===== src/rtl/audio_tone_pkg.sv =====
// audio_tone_pkg: shared encodings for the multi-channel test-tone generator
package audio_tone_pkg;
    localparam int GAIN_W = 3;
    typedef enum logic [1:0] {MODE_SAW = 2'd0, MODE_SQUARE = 2'd1, MODE_TRI = 2'd2, MODE_MUTE = 2'd3} mode_e;
    typedef enum logic [1:0] {ST_IDLE = 2'd0, ST_CALC = 2'd1, ST_EMIT = 2'd2} state_e;
endpackage


===== src/rtl/audio_wave_shaper.sv =====
// audio_wave_shaper: maps a phase slice to a signed saw/square/triangle/mute sample,
// then attenuates it by an arithmetic right shift.
module audio_wave_shaper
    import audio_tone_pkg::*;
#(
    parameter int AUDIO_WIDTH = 16
) (
    input  logic [AUDIO_WIDTH-1:0] p_i,
    input  logic [1:0]             mode_i,
    input  logic [GAIN_W-1:0]      gain_i,
    output logic [AUDIO_WIDTH-1:0] sample_o
);
    localparam int M = AUDIO_WIDTH - 1;
    logic [M:0] saw_w, sq_w, u_w, tri_w, wave_w;
    assign saw_w = {~p_i[M], p_i[M-1:0]};
    assign sq_w  = p_i[M] ? {1'b1, {M{1'b0}}} : {1'b0, {M{1'b1}}};
    // fold the second half of the period back down to get a symmetric ramp
    assign u_w   = p_i[M] ? ~{p_i[M-1:0], 1'b0} : {p_i[M-1:0], 1'b0};
    assign tri_w = {~u_w[M], u_w[M-1:0]};
    always_comb begin
        wave_w = mode_i == MODE_SAW    ? saw_w :
                 mode_i == MODE_SQUARE ? sq_w  :
                 mode_i == MODE_TRI    ? tri_w : '0;
    end
    assign sample_o = $signed(wave_w) >>> gain_i;
endmodule


===== src/rtl/audio_tone_gen.sv =====
// audio_tone_gen: multi-channel phase-accumulator tone source; channels share one
// shaper, one CALC cycle each, and the packed frame is written out on an en/full handshake.
module audio_tone_gen
    import audio_tone_pkg::*;
#(
    parameter int AUDIO_WIDTH = 16,
    parameter int CHANNELS    = 2,
    parameter int PHASE_WIDTH = 24
) (
    input  logic                            clk,
    input  logic                            reset,
    input  logic                            enable,
    input  logic                            phase_clr,
    input  logic [CHANNELS*PHASE_WIDTH-1:0] phase_inc,
    input  logic [CHANNELS*2-1:0]           mode,
    input  logic [CHANNELS*GAIN_W-1:0]      gain_shift,
    input  logic                            full_in,
    output logic [CHANNELS*AUDIO_WIDTH-1:0] data_out,
    output logic                            en_out
);
    localparam int CW = CHANNELS > 1 ? $clog2(CHANNELS) : 1;
    localparam logic [CW-1:0] LAST = CW'(CHANNELS - 1);

    state_e                          state_q, state_d;
    logic [CW-1:0]                   ch_q, ch_d;
    logic [PHASE_WIDTH-1:0]          phase_q [CHANNELS];
    logic [PHASE_WIDTH-1:0]          phase_d [CHANNELS];
    logic [AUDIO_WIDTH-1:0]          slot_q  [CHANNELS];
    logic [AUDIO_WIDTH-1:0]          slot_d  [CHANNELS];
    logic [CHANNELS*AUDIO_WIDTH-1:0] data_q, data_d, packed_w;
    logic                            en_q, en_d;
    logic [AUDIO_WIDTH-1:0]          sample_w;

    audio_wave_shaper #(.AUDIO_WIDTH(AUDIO_WIDTH)) u_shaper (
        .p_i      (phase_q[ch_q][PHASE_WIDTH-1 -: AUDIO_WIDTH]),
        .mode_i   (mode[ch_q*2 +: 2]),
        .gain_i   (gain_shift[ch_q*GAIN_W +: GAIN_W]),
        .sample_o (sample_w)
    );

    // channel 0 is the left sample and lands in the most significant bits
    always_comb begin
        packed_w = '0;
        for (int k = 0; k < CHANNELS; k++)
            packed_w[(CHANNELS-1-k)*AUDIO_WIDTH +: AUDIO_WIDTH] = slot_q[k];
    end

    always_comb begin
        state_d = state_q;
        ch_d    = ch_q;
        phase_d = phase_q;
        slot_d  = slot_q;
        data_d  = data_q;
        en_d    = 1'b0;
        case (state_q)
            ST_IDLE: begin
                state_d = enable ? ST_CALC : ST_IDLE;
                ch_d    = '0;
            end
            ST_CALC: begin
                slot_d[ch_q]  = sample_w;
                phase_d[ch_q] = phase_q[ch_q] + phase_inc[ch_q*PHASE_WIDTH +: PHASE_WIDTH];
                ch_d          = ch_q == LAST ? '0 : ch_q + CW'(1);
                state_d       = ch_q == LAST ? ST_EMIT : ST_CALC;
            end
            ST_EMIT: begin
                data_d  = full_in ? data_q : packed_w;
                en_d    = ~full_in;
                state_d = full_in ? ST_EMIT : ST_IDLE;
            end
            default: state_d = ST_IDLE;
        endcase
        // a clear aborts whatever frame is in flight, including a pending write
        if (phase_clr) begin
            state_d = ST_IDLE;
            ch_d    = '0;
            en_d    = 1'b0;
            data_d  = data_q;
            for (int k = 0; k < CHANNELS; k++)
                phase_d[k] = '0;
        end
    end

    always_ff @(posedge clk or posedge reset) begin
        if (reset) begin
            state_q <= ST_IDLE;
            ch_q    <= '0;
            data_q  <= '0;
            en_q    <= 1'b0;
            for (int k = 0; k < CHANNELS; k++) begin
                phase_q[k] <= '0;
                slot_q[k]  <= '0;
            end
        end else begin
            state_q <= state_d;
            ch_q    <= ch_d;
            data_q  <= data_d;
            en_q    <= en_d;
            phase_q <= phase_d;
            slot_q  <= slot_d;
        end
    end

    assign data_out = data_q;
    assign en_out   = en_q;
endmodule


===== config.mk =====
export PLATFORM = sky130hd
export DESIGN_NAME = audio_tone_gen
export DESIGN_NICKNAME = d
export VERILOG_FILES = /design/src/rtl/audio_tone_pkg.sv /design/src/rtl/audio_wave_shaper.sv /design/src/rtl/audio_tone_gen.sv
export SDC_FILE = /design/constraint.sdc
export NUM_CORES = 1
export LEC_CHECK = 0
export BUFFER_PORTS_ARGS = -buffer_cell sky130_fd_sc_hd__buf_2
export CAP_MARGIN = 5
export CORE_ASPECT_RATIO = 1.2
export CORE_UTILIZATION = 40
export CTS_CLUSTER_SIZE = 8
export DETAILED_ROUTE_END_ITERATION = 8
export SYNTH_ARGS = -nofsm -noshare
export SYNTH_HDL_FRONTEND = slang
export SYNTH_HIERARCHICAL = 1
export SYNTH_SLANG_ARGS = --single-unit

===== constraint.sdc =====
create_clock -name clk -period 7.2 [get_ports clk]
set_input_delay 1.08 -clock clk [delete_from_list [all_inputs] [get_ports clk]]
set_output_delay 1.08 -clock clk [all_outputs]
set_load 0.05 [all_outputs]

# == Yosys cells after proc, flatten, opt, wreduce, memory -nomap -nowiden ==
# Cells that the tools add are included.
# word_totals
elab_cells,60
register_bits,116
romBits,0
inputBits,63
n_memories,0
latchBits,0
ramBits,0
# classes
multipliers,2
addsub,2
mux,26
n_reduce_logical,6
n_shift,4
bitwise,6
order_cmp,2
eq_ne,4
div_mod_pow,0
# op_table
cell,n
$mux 16,6
$mux 24,4
$mux 48,2
$bwmux 48,1
$shiftx 48x7->24,1
$bwmux 32,1
$add 24x24->24,1
$demux 24 s1,1
$demux 16 s1,1
$not 16->16,1
$sshr 16x3->16,1
$mul 1x2->3 const B,2
$mux 2,3
$pmux 2 s3,1
$shiftx 6x4->3,1
$mux 1,5
$eq 2x1->1 const B,2
$eq 2x2->1 const B,2
$logic_not 2->1,2
$not 1->1,4
$shiftx 4x3->2,1
$reduce_and 3->1,1
$reduce_bool 3->1,1
$ge 2x2->1 const B,1
6 further kinds,6

# == Depth between registers and ports, before layout ==
# Gate-level depths: netlist of run 1.
# depth
depth_word,12
depth_mapped,12
ltp_nobuf,9

# == Hierarchy ==
# The synthesis of run 1 kept the hierarchy.
# modules_own_cells
mod,seq_area_each_um2,cells_per_inst,n_inst,area_each_um2
audio_tone_gen,2902.8,709,1,6722.7
audio_wave_shaper,0.0,157,1,1114.8

# == Worst setup path after synthesis of run 1 ==
# Ideal clock, no wire load.
# synth_timing
kind,reg2reg
start,register ch_q
end,register phase_q[44] in the netlist's numbering
required_time_ns,7.074
path_slack_ns,3.822
setup_ns,0.126
path_buffers,2
arrival_ns,3.252
stages_incl_launch_ff,12
path_cell_list,dfrtp_1 buf_1 clkbuf_1 mux2_2 ha_1 fa_1 a21oi_1 o21ai_1 o21ai_1 a211o_1 mux2i_1 a311o_1
# synth_via
elab_chain_cells,8
elab_cells_between_ends,15
classes_between,add/sub (1); mul (1); order compare (2); shift (1); mux (8); bitwise (1); reduce/logical (1)
# synth_lines
item,line,rtl
"start, declared",audio_tone_gen.sv:25,"logic [CW-1:0] ch_q, ch_d;"
"start signal, assigned",audio_tone_gen.sv:96,ch_q <= ch_d;
"parallel branches: the longest is 5 deep, another holds $add 24x24->24",--,
$bwmux 48 *,audio_tone_gen.sv:62,phase_d[ch_q] = phase_q[ch_q] + phase_inc[ch_q*PHASE_WIDTH +: PHASE_WIDTH];
$mux 48 *,audio_tone_gen.sv:55,case (state_q)
$mux 48 *,audio_tone_gen.sv:74,if (phase_clr) begin
"end signal, assigned",audio_tone_gen.sv:99,phase_q <= phase_d;
"end, declared",audio_tone_gen.sv:26,logic [PHASE_WIDTH-1:0] phase_q [CHANNELS];
# Mark *: on every way between the ends. The select of a mux whose other input is x is not followed.
# A chain may end at the register's enable or synchronous reset.

# == Worst setup path in the final report of run 1 ==
# layout_timing
start,register ch_q
end,"register slot_q, in the netlist packed_w[18]"
# layout_via
elab_chain_cells,12
elab_cells_between_ends,25
classes_between,mul (1); order compare (2); eq/ne (2); shift (3); mux (11); bitwise (4); reduce/logical (2)
# layout_lines
item,line,rtl
"parallel branches: the longest is 10 deep, another holds $mul 1x2->3",--,
$sshr 16x3->16 *,audio_wave_shaper.sv:25,assign sample_o = $signed(wave_w) >>> gain_i;
via sample_w[2],audio_tone_gen.sv:32,logic [AUDIO_WIDTH-1:0] sample_w;
$bwmux 32 *,audio_tone_gen.sv:61,slot_d[ch_q] = sample_w;
"end signal, assigned",audio_tone_gen.sv:100,slot_q <= slot_d;
"end, declared",audio_tone_gen.sv:28,logic [AUDIO_WIDTH-1:0] slot_q [CHANNELS];
# Mark *: on every way through the listed nets, which the timed path passes. The select of a mux whose other input is x is not followed.

==> results of run 1 <==
==> how the worst max path moves through the flow <==
stage	start	to	slack, ns	cells after the start
2_1_floorplan	reset	ch_q	3.05	1
3_3_place_gp	ch_q	packed_w[18]	3.48	9
3_5_place_dp	ch_q	packed_w[18]	3.40	9
4_1_cts	ch_q	packed_w[18]	3.38	9
5_1_grt	ch_q	packed_w[18]	2.99	9
6_report	ch_q	packed_w[18]	3.42	9
==> per-stage QoR <==
step	setup slack [ns]	utilization, %	hold WS [ns]
2_1_floorplan	3.05	-	0.440
3_3_place_gp	3.48	44.4	0.456
3_5_place_dp	3.40	44.4	0.459
4_1_cts	3.38	47.5	0.474
5_1_grt	2.99	47.5	0.498
6_report	3.42	47.5	0.468
==> cell usage in the layout, fill, tap and decap left out, types with 7 or more instances in the layout <==
cell       count
nand2_1      183
dfrtp_1      115
buf_2         95
mux2_2        87
a21oi_1       48
nor2_1        43
nand3_1       34
ha_1          23
xnor2_1       19
o21ai_0       18
clkbuf_16     17
nor3_1        15
inv_1         14
a31oi_1       11
mux2i_1       10
o211ai_1       9
buf_4          9
a32oi_1        8
nand4_1        8
and3_1         8
xor2_1         8
a21oi_2        8
o21a_1         7
o2111ai_1      7
==> cell families (layout without fill, tap and decap cells) <==
logic type | count (synthesis) | after routing | synth area share [%]
simple gates | 334 | 334 | 19.4
compound gates | 189 | 189 | 17.5
flops | 116 | 116 | 37.0
mux | 100 | 100 | 14.4
buf+inv | 76 | 154 | 4.77
xor+xnor | 27 | 27 | 3.02
fa+ha+maj | 24 | 24 | 3.93
==> worst min-delay path: stages, from the launching register on <==
cell,delay (ns)
dfrtp_1,0.33
nand2_1,0.05
nand2_1,0.05
==> power by group through the flow <==
stage | registers [mW] | logic (mW) | clock network, mW
after floorplan | 0.943 | 0.463 | 0
after global placement | 0.839 | 0.730 | 0
after detailed placement | 0.842 | 0.736 | 0
after CTS | 0.831 | 0.740 | 0.868
after global routing | 0.845 | 0.815 | 0.893
final | 0.830 | 0.737 | 0.846
==> layer usage <==
metal,up-vias,global-route usage [%],wire (um)
li1,3265,-,-
met1,3192,26.2,8800
met2,168,36.6,9930
met3,32,3.54,784
met4,0,9.08,492
met5,-,0,0
==> layout make-up <==
cell class              instances  share of cell area, %
clock buffers                  18                   4.87
clock inverters                14                   1.72
inverters                      18                  0.929
multi-input cells             674                   50.7
flip-flops and latches        116                   32.2
well taps                     256                   3.55
repair buffers                104                   6.02
==> sequential cells by signal (all words and copies together) (netlist names) <==
| register | cells |
|---|---|
| packed_w | 32 |
| data_out | 32 |
| ch_q | 1 |
| phase_q | 48 |
| state_q | 2 |
| en_out | 1 |
==> results by group, run 1 <==
Hold path
  • Hold EP: packed_w[3]
  • Worst Hold Depth: 2
  • Worst min path class: register to register
  • Hold_sp: packed_w[3]

Critical path
  • Setup Crit Path Kind: register to register
  • Reg2reg path depth: 9
  • Max incr delay on CP: 0.75 ns
  • Arrival time worst endpoint: 4.14 ns
  • Highest-delay cell along the critical path: nor3b_2
  • CP required: 7.56 ns
  • Critical Path Fanout Max: 33
  • Reg-to-reg endpoint: packed_w[18]
  • R2r startpoint: ch_q
  • Crit-path most repeated cell: nand2_1
  • CP top delay family: simple AND/OR/NAND/NOR gates
  • CP Buf/Inv Count: 1
  • CP cell instances: buf_4 -> mux2_2 -> nor3b_2 -> nor2_1 -> a21boi_0 -> or3_1 -> a32oi_1 -> nand2_1 -> nand2_1
  • Startpoint types: register
  • FF-to-FF setup slack: 3.42 ns
  • Crit end category: register

STA
  • RSZ-0062 raised after global routing: false
  • Clock Skew: 0.0118 ns
  • Final cycle utilization of the critical path: 52.5%
  • Final Critical Period: 3.78 ns
  • Final setup vio count: 0
  • Setup TNS: 0 ns
  • F_max: 265 MHz
  • Endpoints failing hold: 0
  • Slew @ Worst Pin: 0.790 ns
  • Relative slew slack: 47.1%
  • Pins Over Slew Limit: 0

Yosys
  • Top FF cell, synth: dfrtp_1
  • Register bit total from synthesis: 116
  • Share of the synthesized area in the top cell type: 37.0%
  • Synth Instances: 866
  • Post-synth EDFFs: 0
  • Synth cell count leaders: 183 x nand2_1, 116 x dfrtp_1, 87 x mux2_2
  • Synth area leaders: dfrtp_1 37%, mux2_2 12%, nand2_1 8.8%
  • Synthesized cell area: 0.00784 sq mm
  • Largest area contributor in the netlist: dfrtp_1
  • Unique masters post-synth: 83
  • Count leader, synth: nand2_1
  • Register area share after synthesis: 37.0%
  • Syn_area_per_cell: 9.05 sq um
  • Ys async rst share: 100%
  • Yosys warning total: 6
  • Syn nets: 953

Pwr
  • PD cells: 268 mW/mm^2
  • Reg power frac: 34.4%
  • Switching share of power: 36.1%
  • Logic pwr share: 30.5%
  • Final Power: 2.41 mW
  • Switching power: 0.871 mW
  • Power share of the clock group: 35.1%
  • Internal power: 1.54 mW
  • Worst vdd ir: 0.175 mV
  • Leak: 4.12 nW

Clock tree
  • TritonCTS clock tree: yes
  • CTS Buf Count: 17
  • Post-CTS setup buffer count: 0
  • Clock transition at path regs: 0.06 ns
  • CTS root buf: clkbuf_16
  • Clk buf depth: 2
  • H-tree depth: 4
  • # resized after CTS: 0
  • Sink Count: 116
  • CTS Hold Bufs: 0
  • Clock latency on the worst-skew pair: 0.42 ns

Finish
  • Nets: 1018
  • Finished Layout Cells: 1200
  • Finished Cell Area: 0.00902 sq mm
  • Multi-input logic area: 0.00457 sq mm
  • Reg area: 0.00290 sq mm
  • Layout cells sized above 1: 26.8%
  • # diodes: 0
  • Layout area overhead: 15.1%
  • Fillers: 1890

Floorplan
  • Boundary pin count: 96
  • Core area: 0.0190 sq mm
  • Die Y: 155 um
  • Placement row count: 55
  • Die Wd: 130 um
  • Initial cell density of the core: 41.3%
  • Die footprint: 0.0202 sq mm

GRT
  • Overall routing resource usage: 21.3%
  • Vias in the first global route: 6630
  • First-pass GRT wire length: 33.7 mm
  • GRT overflow: 0
  • Largest net degree at the start of global routing: 63
  • Initial antenna violation count: 0

Placement
  • Post-Place Cells: 1168
  • DP Area: 0.00843 sq mm
  • Port bufs: 95
  • GP Congestion: 0.882
  • Detail Placement HPWL: 14.1 mm

Route
  • WL final: 20.0 mm
  • Post-route ant nets: 0
  • Routed vias/inst: 5.55
  • WL per Instance: 16.7 um
  • DRT Pass-1 Iters: 5
  • Initial drt markers: 317
  • DRC: 0
  • Via count: 6657

Flow run
  • Max Cap Viol: 0

Run status
  • Status: finished, final reports clean
Power figures use the tool's default switching activity.
==> run 2: changes to the inputs <==
clock period = 3.25 ns   (was 7.2 ns; I/O delays follow)
==> run 2 against run 1 <==
Against the previous run:
- routed wire length rose by 2.1%
- critical path depth did not move
- worst hold slack got worse by 0.23 ns
- highest routed layer unchanged
- clock power rose by 120%
- largest power group unchanged
- fmax rose by 23%
==> results by group, run 2 (synthesis results as in run 1) <==
Clock tree
  • CTS Buf Count: 17 (unchanged)
  • TritonCTS clock tree: yes
  • Clk buf depth: 2 (unchanged)
  • Sink Count: 116 (unchanged)
  • CTS Hold Bufs: 0 (unchanged)
  • CTS root buf: clkbuf_16
  • Clock latency on the worst-skew pair: 0.42 ns (about the same)
  • H-tree depth: 4 (unchanged)
  • Clock transition at path regs: 0.06 ns (about the same)

Placement
  • Port bufs: 95 (unchanged)
  • Detail Placement HPWL: 14.9 mm (+5.6%)
  • GP Congestion: 0.932 (+5.6%)

Floorplan
  • Boundary pin count: 96 (unchanged)
  • Initial cell density of the core: 41.3% (unchanged)
  • Die footprint: 0.0202 sq mm (unchanged)
  • Die Wd: 130 um (unchanged)
  • Core area: 0.0190 sq mm (unchanged)
  • Placement row count: 55 (unchanged)
  • Die Y: 155 um (unchanged)

Finish
  • Most flops, register: phase_q
  • Most frequent standard cell in the layout excluding fill and tap cells: nand2_1
  • Commonest cells after routing, fill and taps aside: 183 x nand2_1, 115 x dfrtp_1, 95 x buf_2, 87 x mux2_2, 47 x a21oi_1
  • # diodes: 0 (unchanged)
  • Layout area overhead: 18.2%
  • Nets: 1045 (+2.7%)
  • Max reg flops: 48 (unchanged)
  • Post-layout util: 48.8% (+1.3 points)
  • Layout cells sized above 1: 29.0% (+2.2 points)

GRT
  • First-pass GRT wire length: 33.4 mm (-0.78%)
  • Overall routing resource usage: 21.2% (-0.13 points)
  • Vias in the first global route: 6427 (-3.1%)
  • Largest net degree at the start of global routing: 117 (+86%)
  • Initial antenna violation count: 0 (unchanged)
  • GRT overflow: 0 (unchanged)

Route
  • WL per Instance: 16.6 um (-0.19%)
  • Initial drt markers: 361 (+14%)
  • Via count: 6749 (+1.4%)
  • Post-route ant nets: 0 (unchanged)
  • WL final: 20.4 mm (+2.1%)
  • DRT Pass-1 Iters: 5 (unchanged)
  • Routed vias/inst: 5.50 (-0.85%)
  • DRC: 0 (unchanged)

Pwr
  • Switching power: 1.94 mW (+120%)
  • Worst vdd ir: 0.368 mV (+110%)
  • Reg power frac: 33.9% (-0.5 points)
  • Switching share of power: 36.0% (-0.12 points)
  • Logic pwr share: 31.4% (+0.9 points)
  • PD cells: 583 mW/mm^2 (+120%)
  • Internal power: 3.46 mW (+120%)
  • Power share of the clock group: 34.8% (-0.3 points)
  • Leak: 4.26 nW (+3.3%)

Hold path
  • Worst min path class: input pin to asynchronous set/reset pin

STA
  • Endpoints failing hold: 0 (unchanged)
  • Min Hold Slack: 0.239 ns (-0.229 ns)
  • Final Critical Period: 3.07 ns (-0.713 ns)
  • Pins Over Slew Limit: 0 (unchanged)
  • Final setup vio count: 0 (unchanged)
  • Setup TNS: 0 ns (unchanged)
  • Slew @ Worst Pin: 0.786 ns (-0.00490 ns)
  • Relative slew slack: 47.5% (+0.41 points)
  • F_max: 326 MHz (+23%)
  • Final cycle utilization of the critical path: 94.3% (+42 points)
  • Clock Skew: 0.0120 ns (+0.000262 ns)
  • RSZ-0062 raised after global routing: false

Critical path
  • Critical Path Fanout Max: 19 (-42%)
  • Crit end category: register
  • Startpoint types: register
  • CP required: 3.58 ns (-3.98 ns)
  • Setup Crit Path Kind: register to register
  • Arrival time worst endpoint: 3.40 ns (-0.74 ns)

Flow run
  • Max Cap Viol: 0 (unchanged)

Run status
  • Status: finished, final reports clean
-- run 2: changes by cell type in the layout (fill, tap and decap cells not counted) --
cell | before | now
inv_4 | 1 | 0
buf_12 | 0 | 3
buf_4 | 9 | 33
and3_2 | 0 | 1
a21oi_1 | 48 | 47
o21ai_1 | 5 | 6
a21oi_2 | 8 | 9
clkinv_4 | 6 | 5
o21ai_0 | 18 | 17
and3_1 | 8 | 7
clkinvlp_4 | 2 | 4
-- run 2: worst max-delay path, stage by stage (launching register included) --
cell and delay [ns]:
dfrtp_2 0.49, buf_12 0.20, mux2_2 0.38, ha_1 0.41, a21oi_2 0.24, o21ai_0 0.15
a22o_1 0.27, o2111ai_2 0.25, or4b_1 0.46, o211ai_1 0.10
-- run 2: final timing paths --
path / startpoint / slack (ns) / cells past startpoint / end
min: reset / 0.24 / 3 / packed_w[28]
max in group asynchronous: reset / 2.53 / 3 / ch_q
max reg2reg: ch_q / 0.18 / 9 / phase_q[45]
min reg2reg: packed_w[1] / 0.47 / 2 / packed_w[1]
min in group clk: phase_clr / 0.33 / 2 / state_q[1]
max: ch_q / 0.18 / 9 / phase_q[45]
-- run 2: layout make-up --
| cell class | instances | area (sq um) |
|---|---|---|
| Clock buffer | 18 | 439 |
| Clock inverter | 14 | 154 |
| Fill cell | 1876 | 9730 |
| Inverter | 18 | 85.1 |
| Multi-Input combinational cell | 674 | 4580 |
| Sequential cell | 116 | 2900 |
| Tap cell | 256 | 320 |
| Timing Repair Buffer | 131 | 783 |
-- run 2: timing repair --
action | CTS | global route
buffers inserted | 0 | 2
setup endpoints to repair | 0 | 4
gates resized for setup | 0 | 3
-- run 2: routing by layer --
metal  wire [um]  track usage (%)
met4         433             8.25
met5           0                0
met1        9080             27.1
met3         781             3.13
met2       10100             35.8
-- run 2: through the flow --
step	instances	instance area, sq um	worst slack, ns	power (mW)
final	1227	9270	0.184	5.40
after global routing	1227	9270	0.0228	5.71
after CTS	1225	9250	0.142	5.45
after detailed placement	1193	8650	0.154	3.55
after global placement	1193	8650	0.214	3.53
after floorplan	866	7840	0.133	3.11
-- run 2: power groups by stage --
stage	sequential [mW]	clock [mW]	combinational, mW
detailed placement	1.86	0	1.68
finish	1.83	1.88	1.70
global route	1.86	1.99	1.86
floorplan	2.09	0	1.03
global placement	1.85	0	1.67
CTS	1.84	1.92	1.69
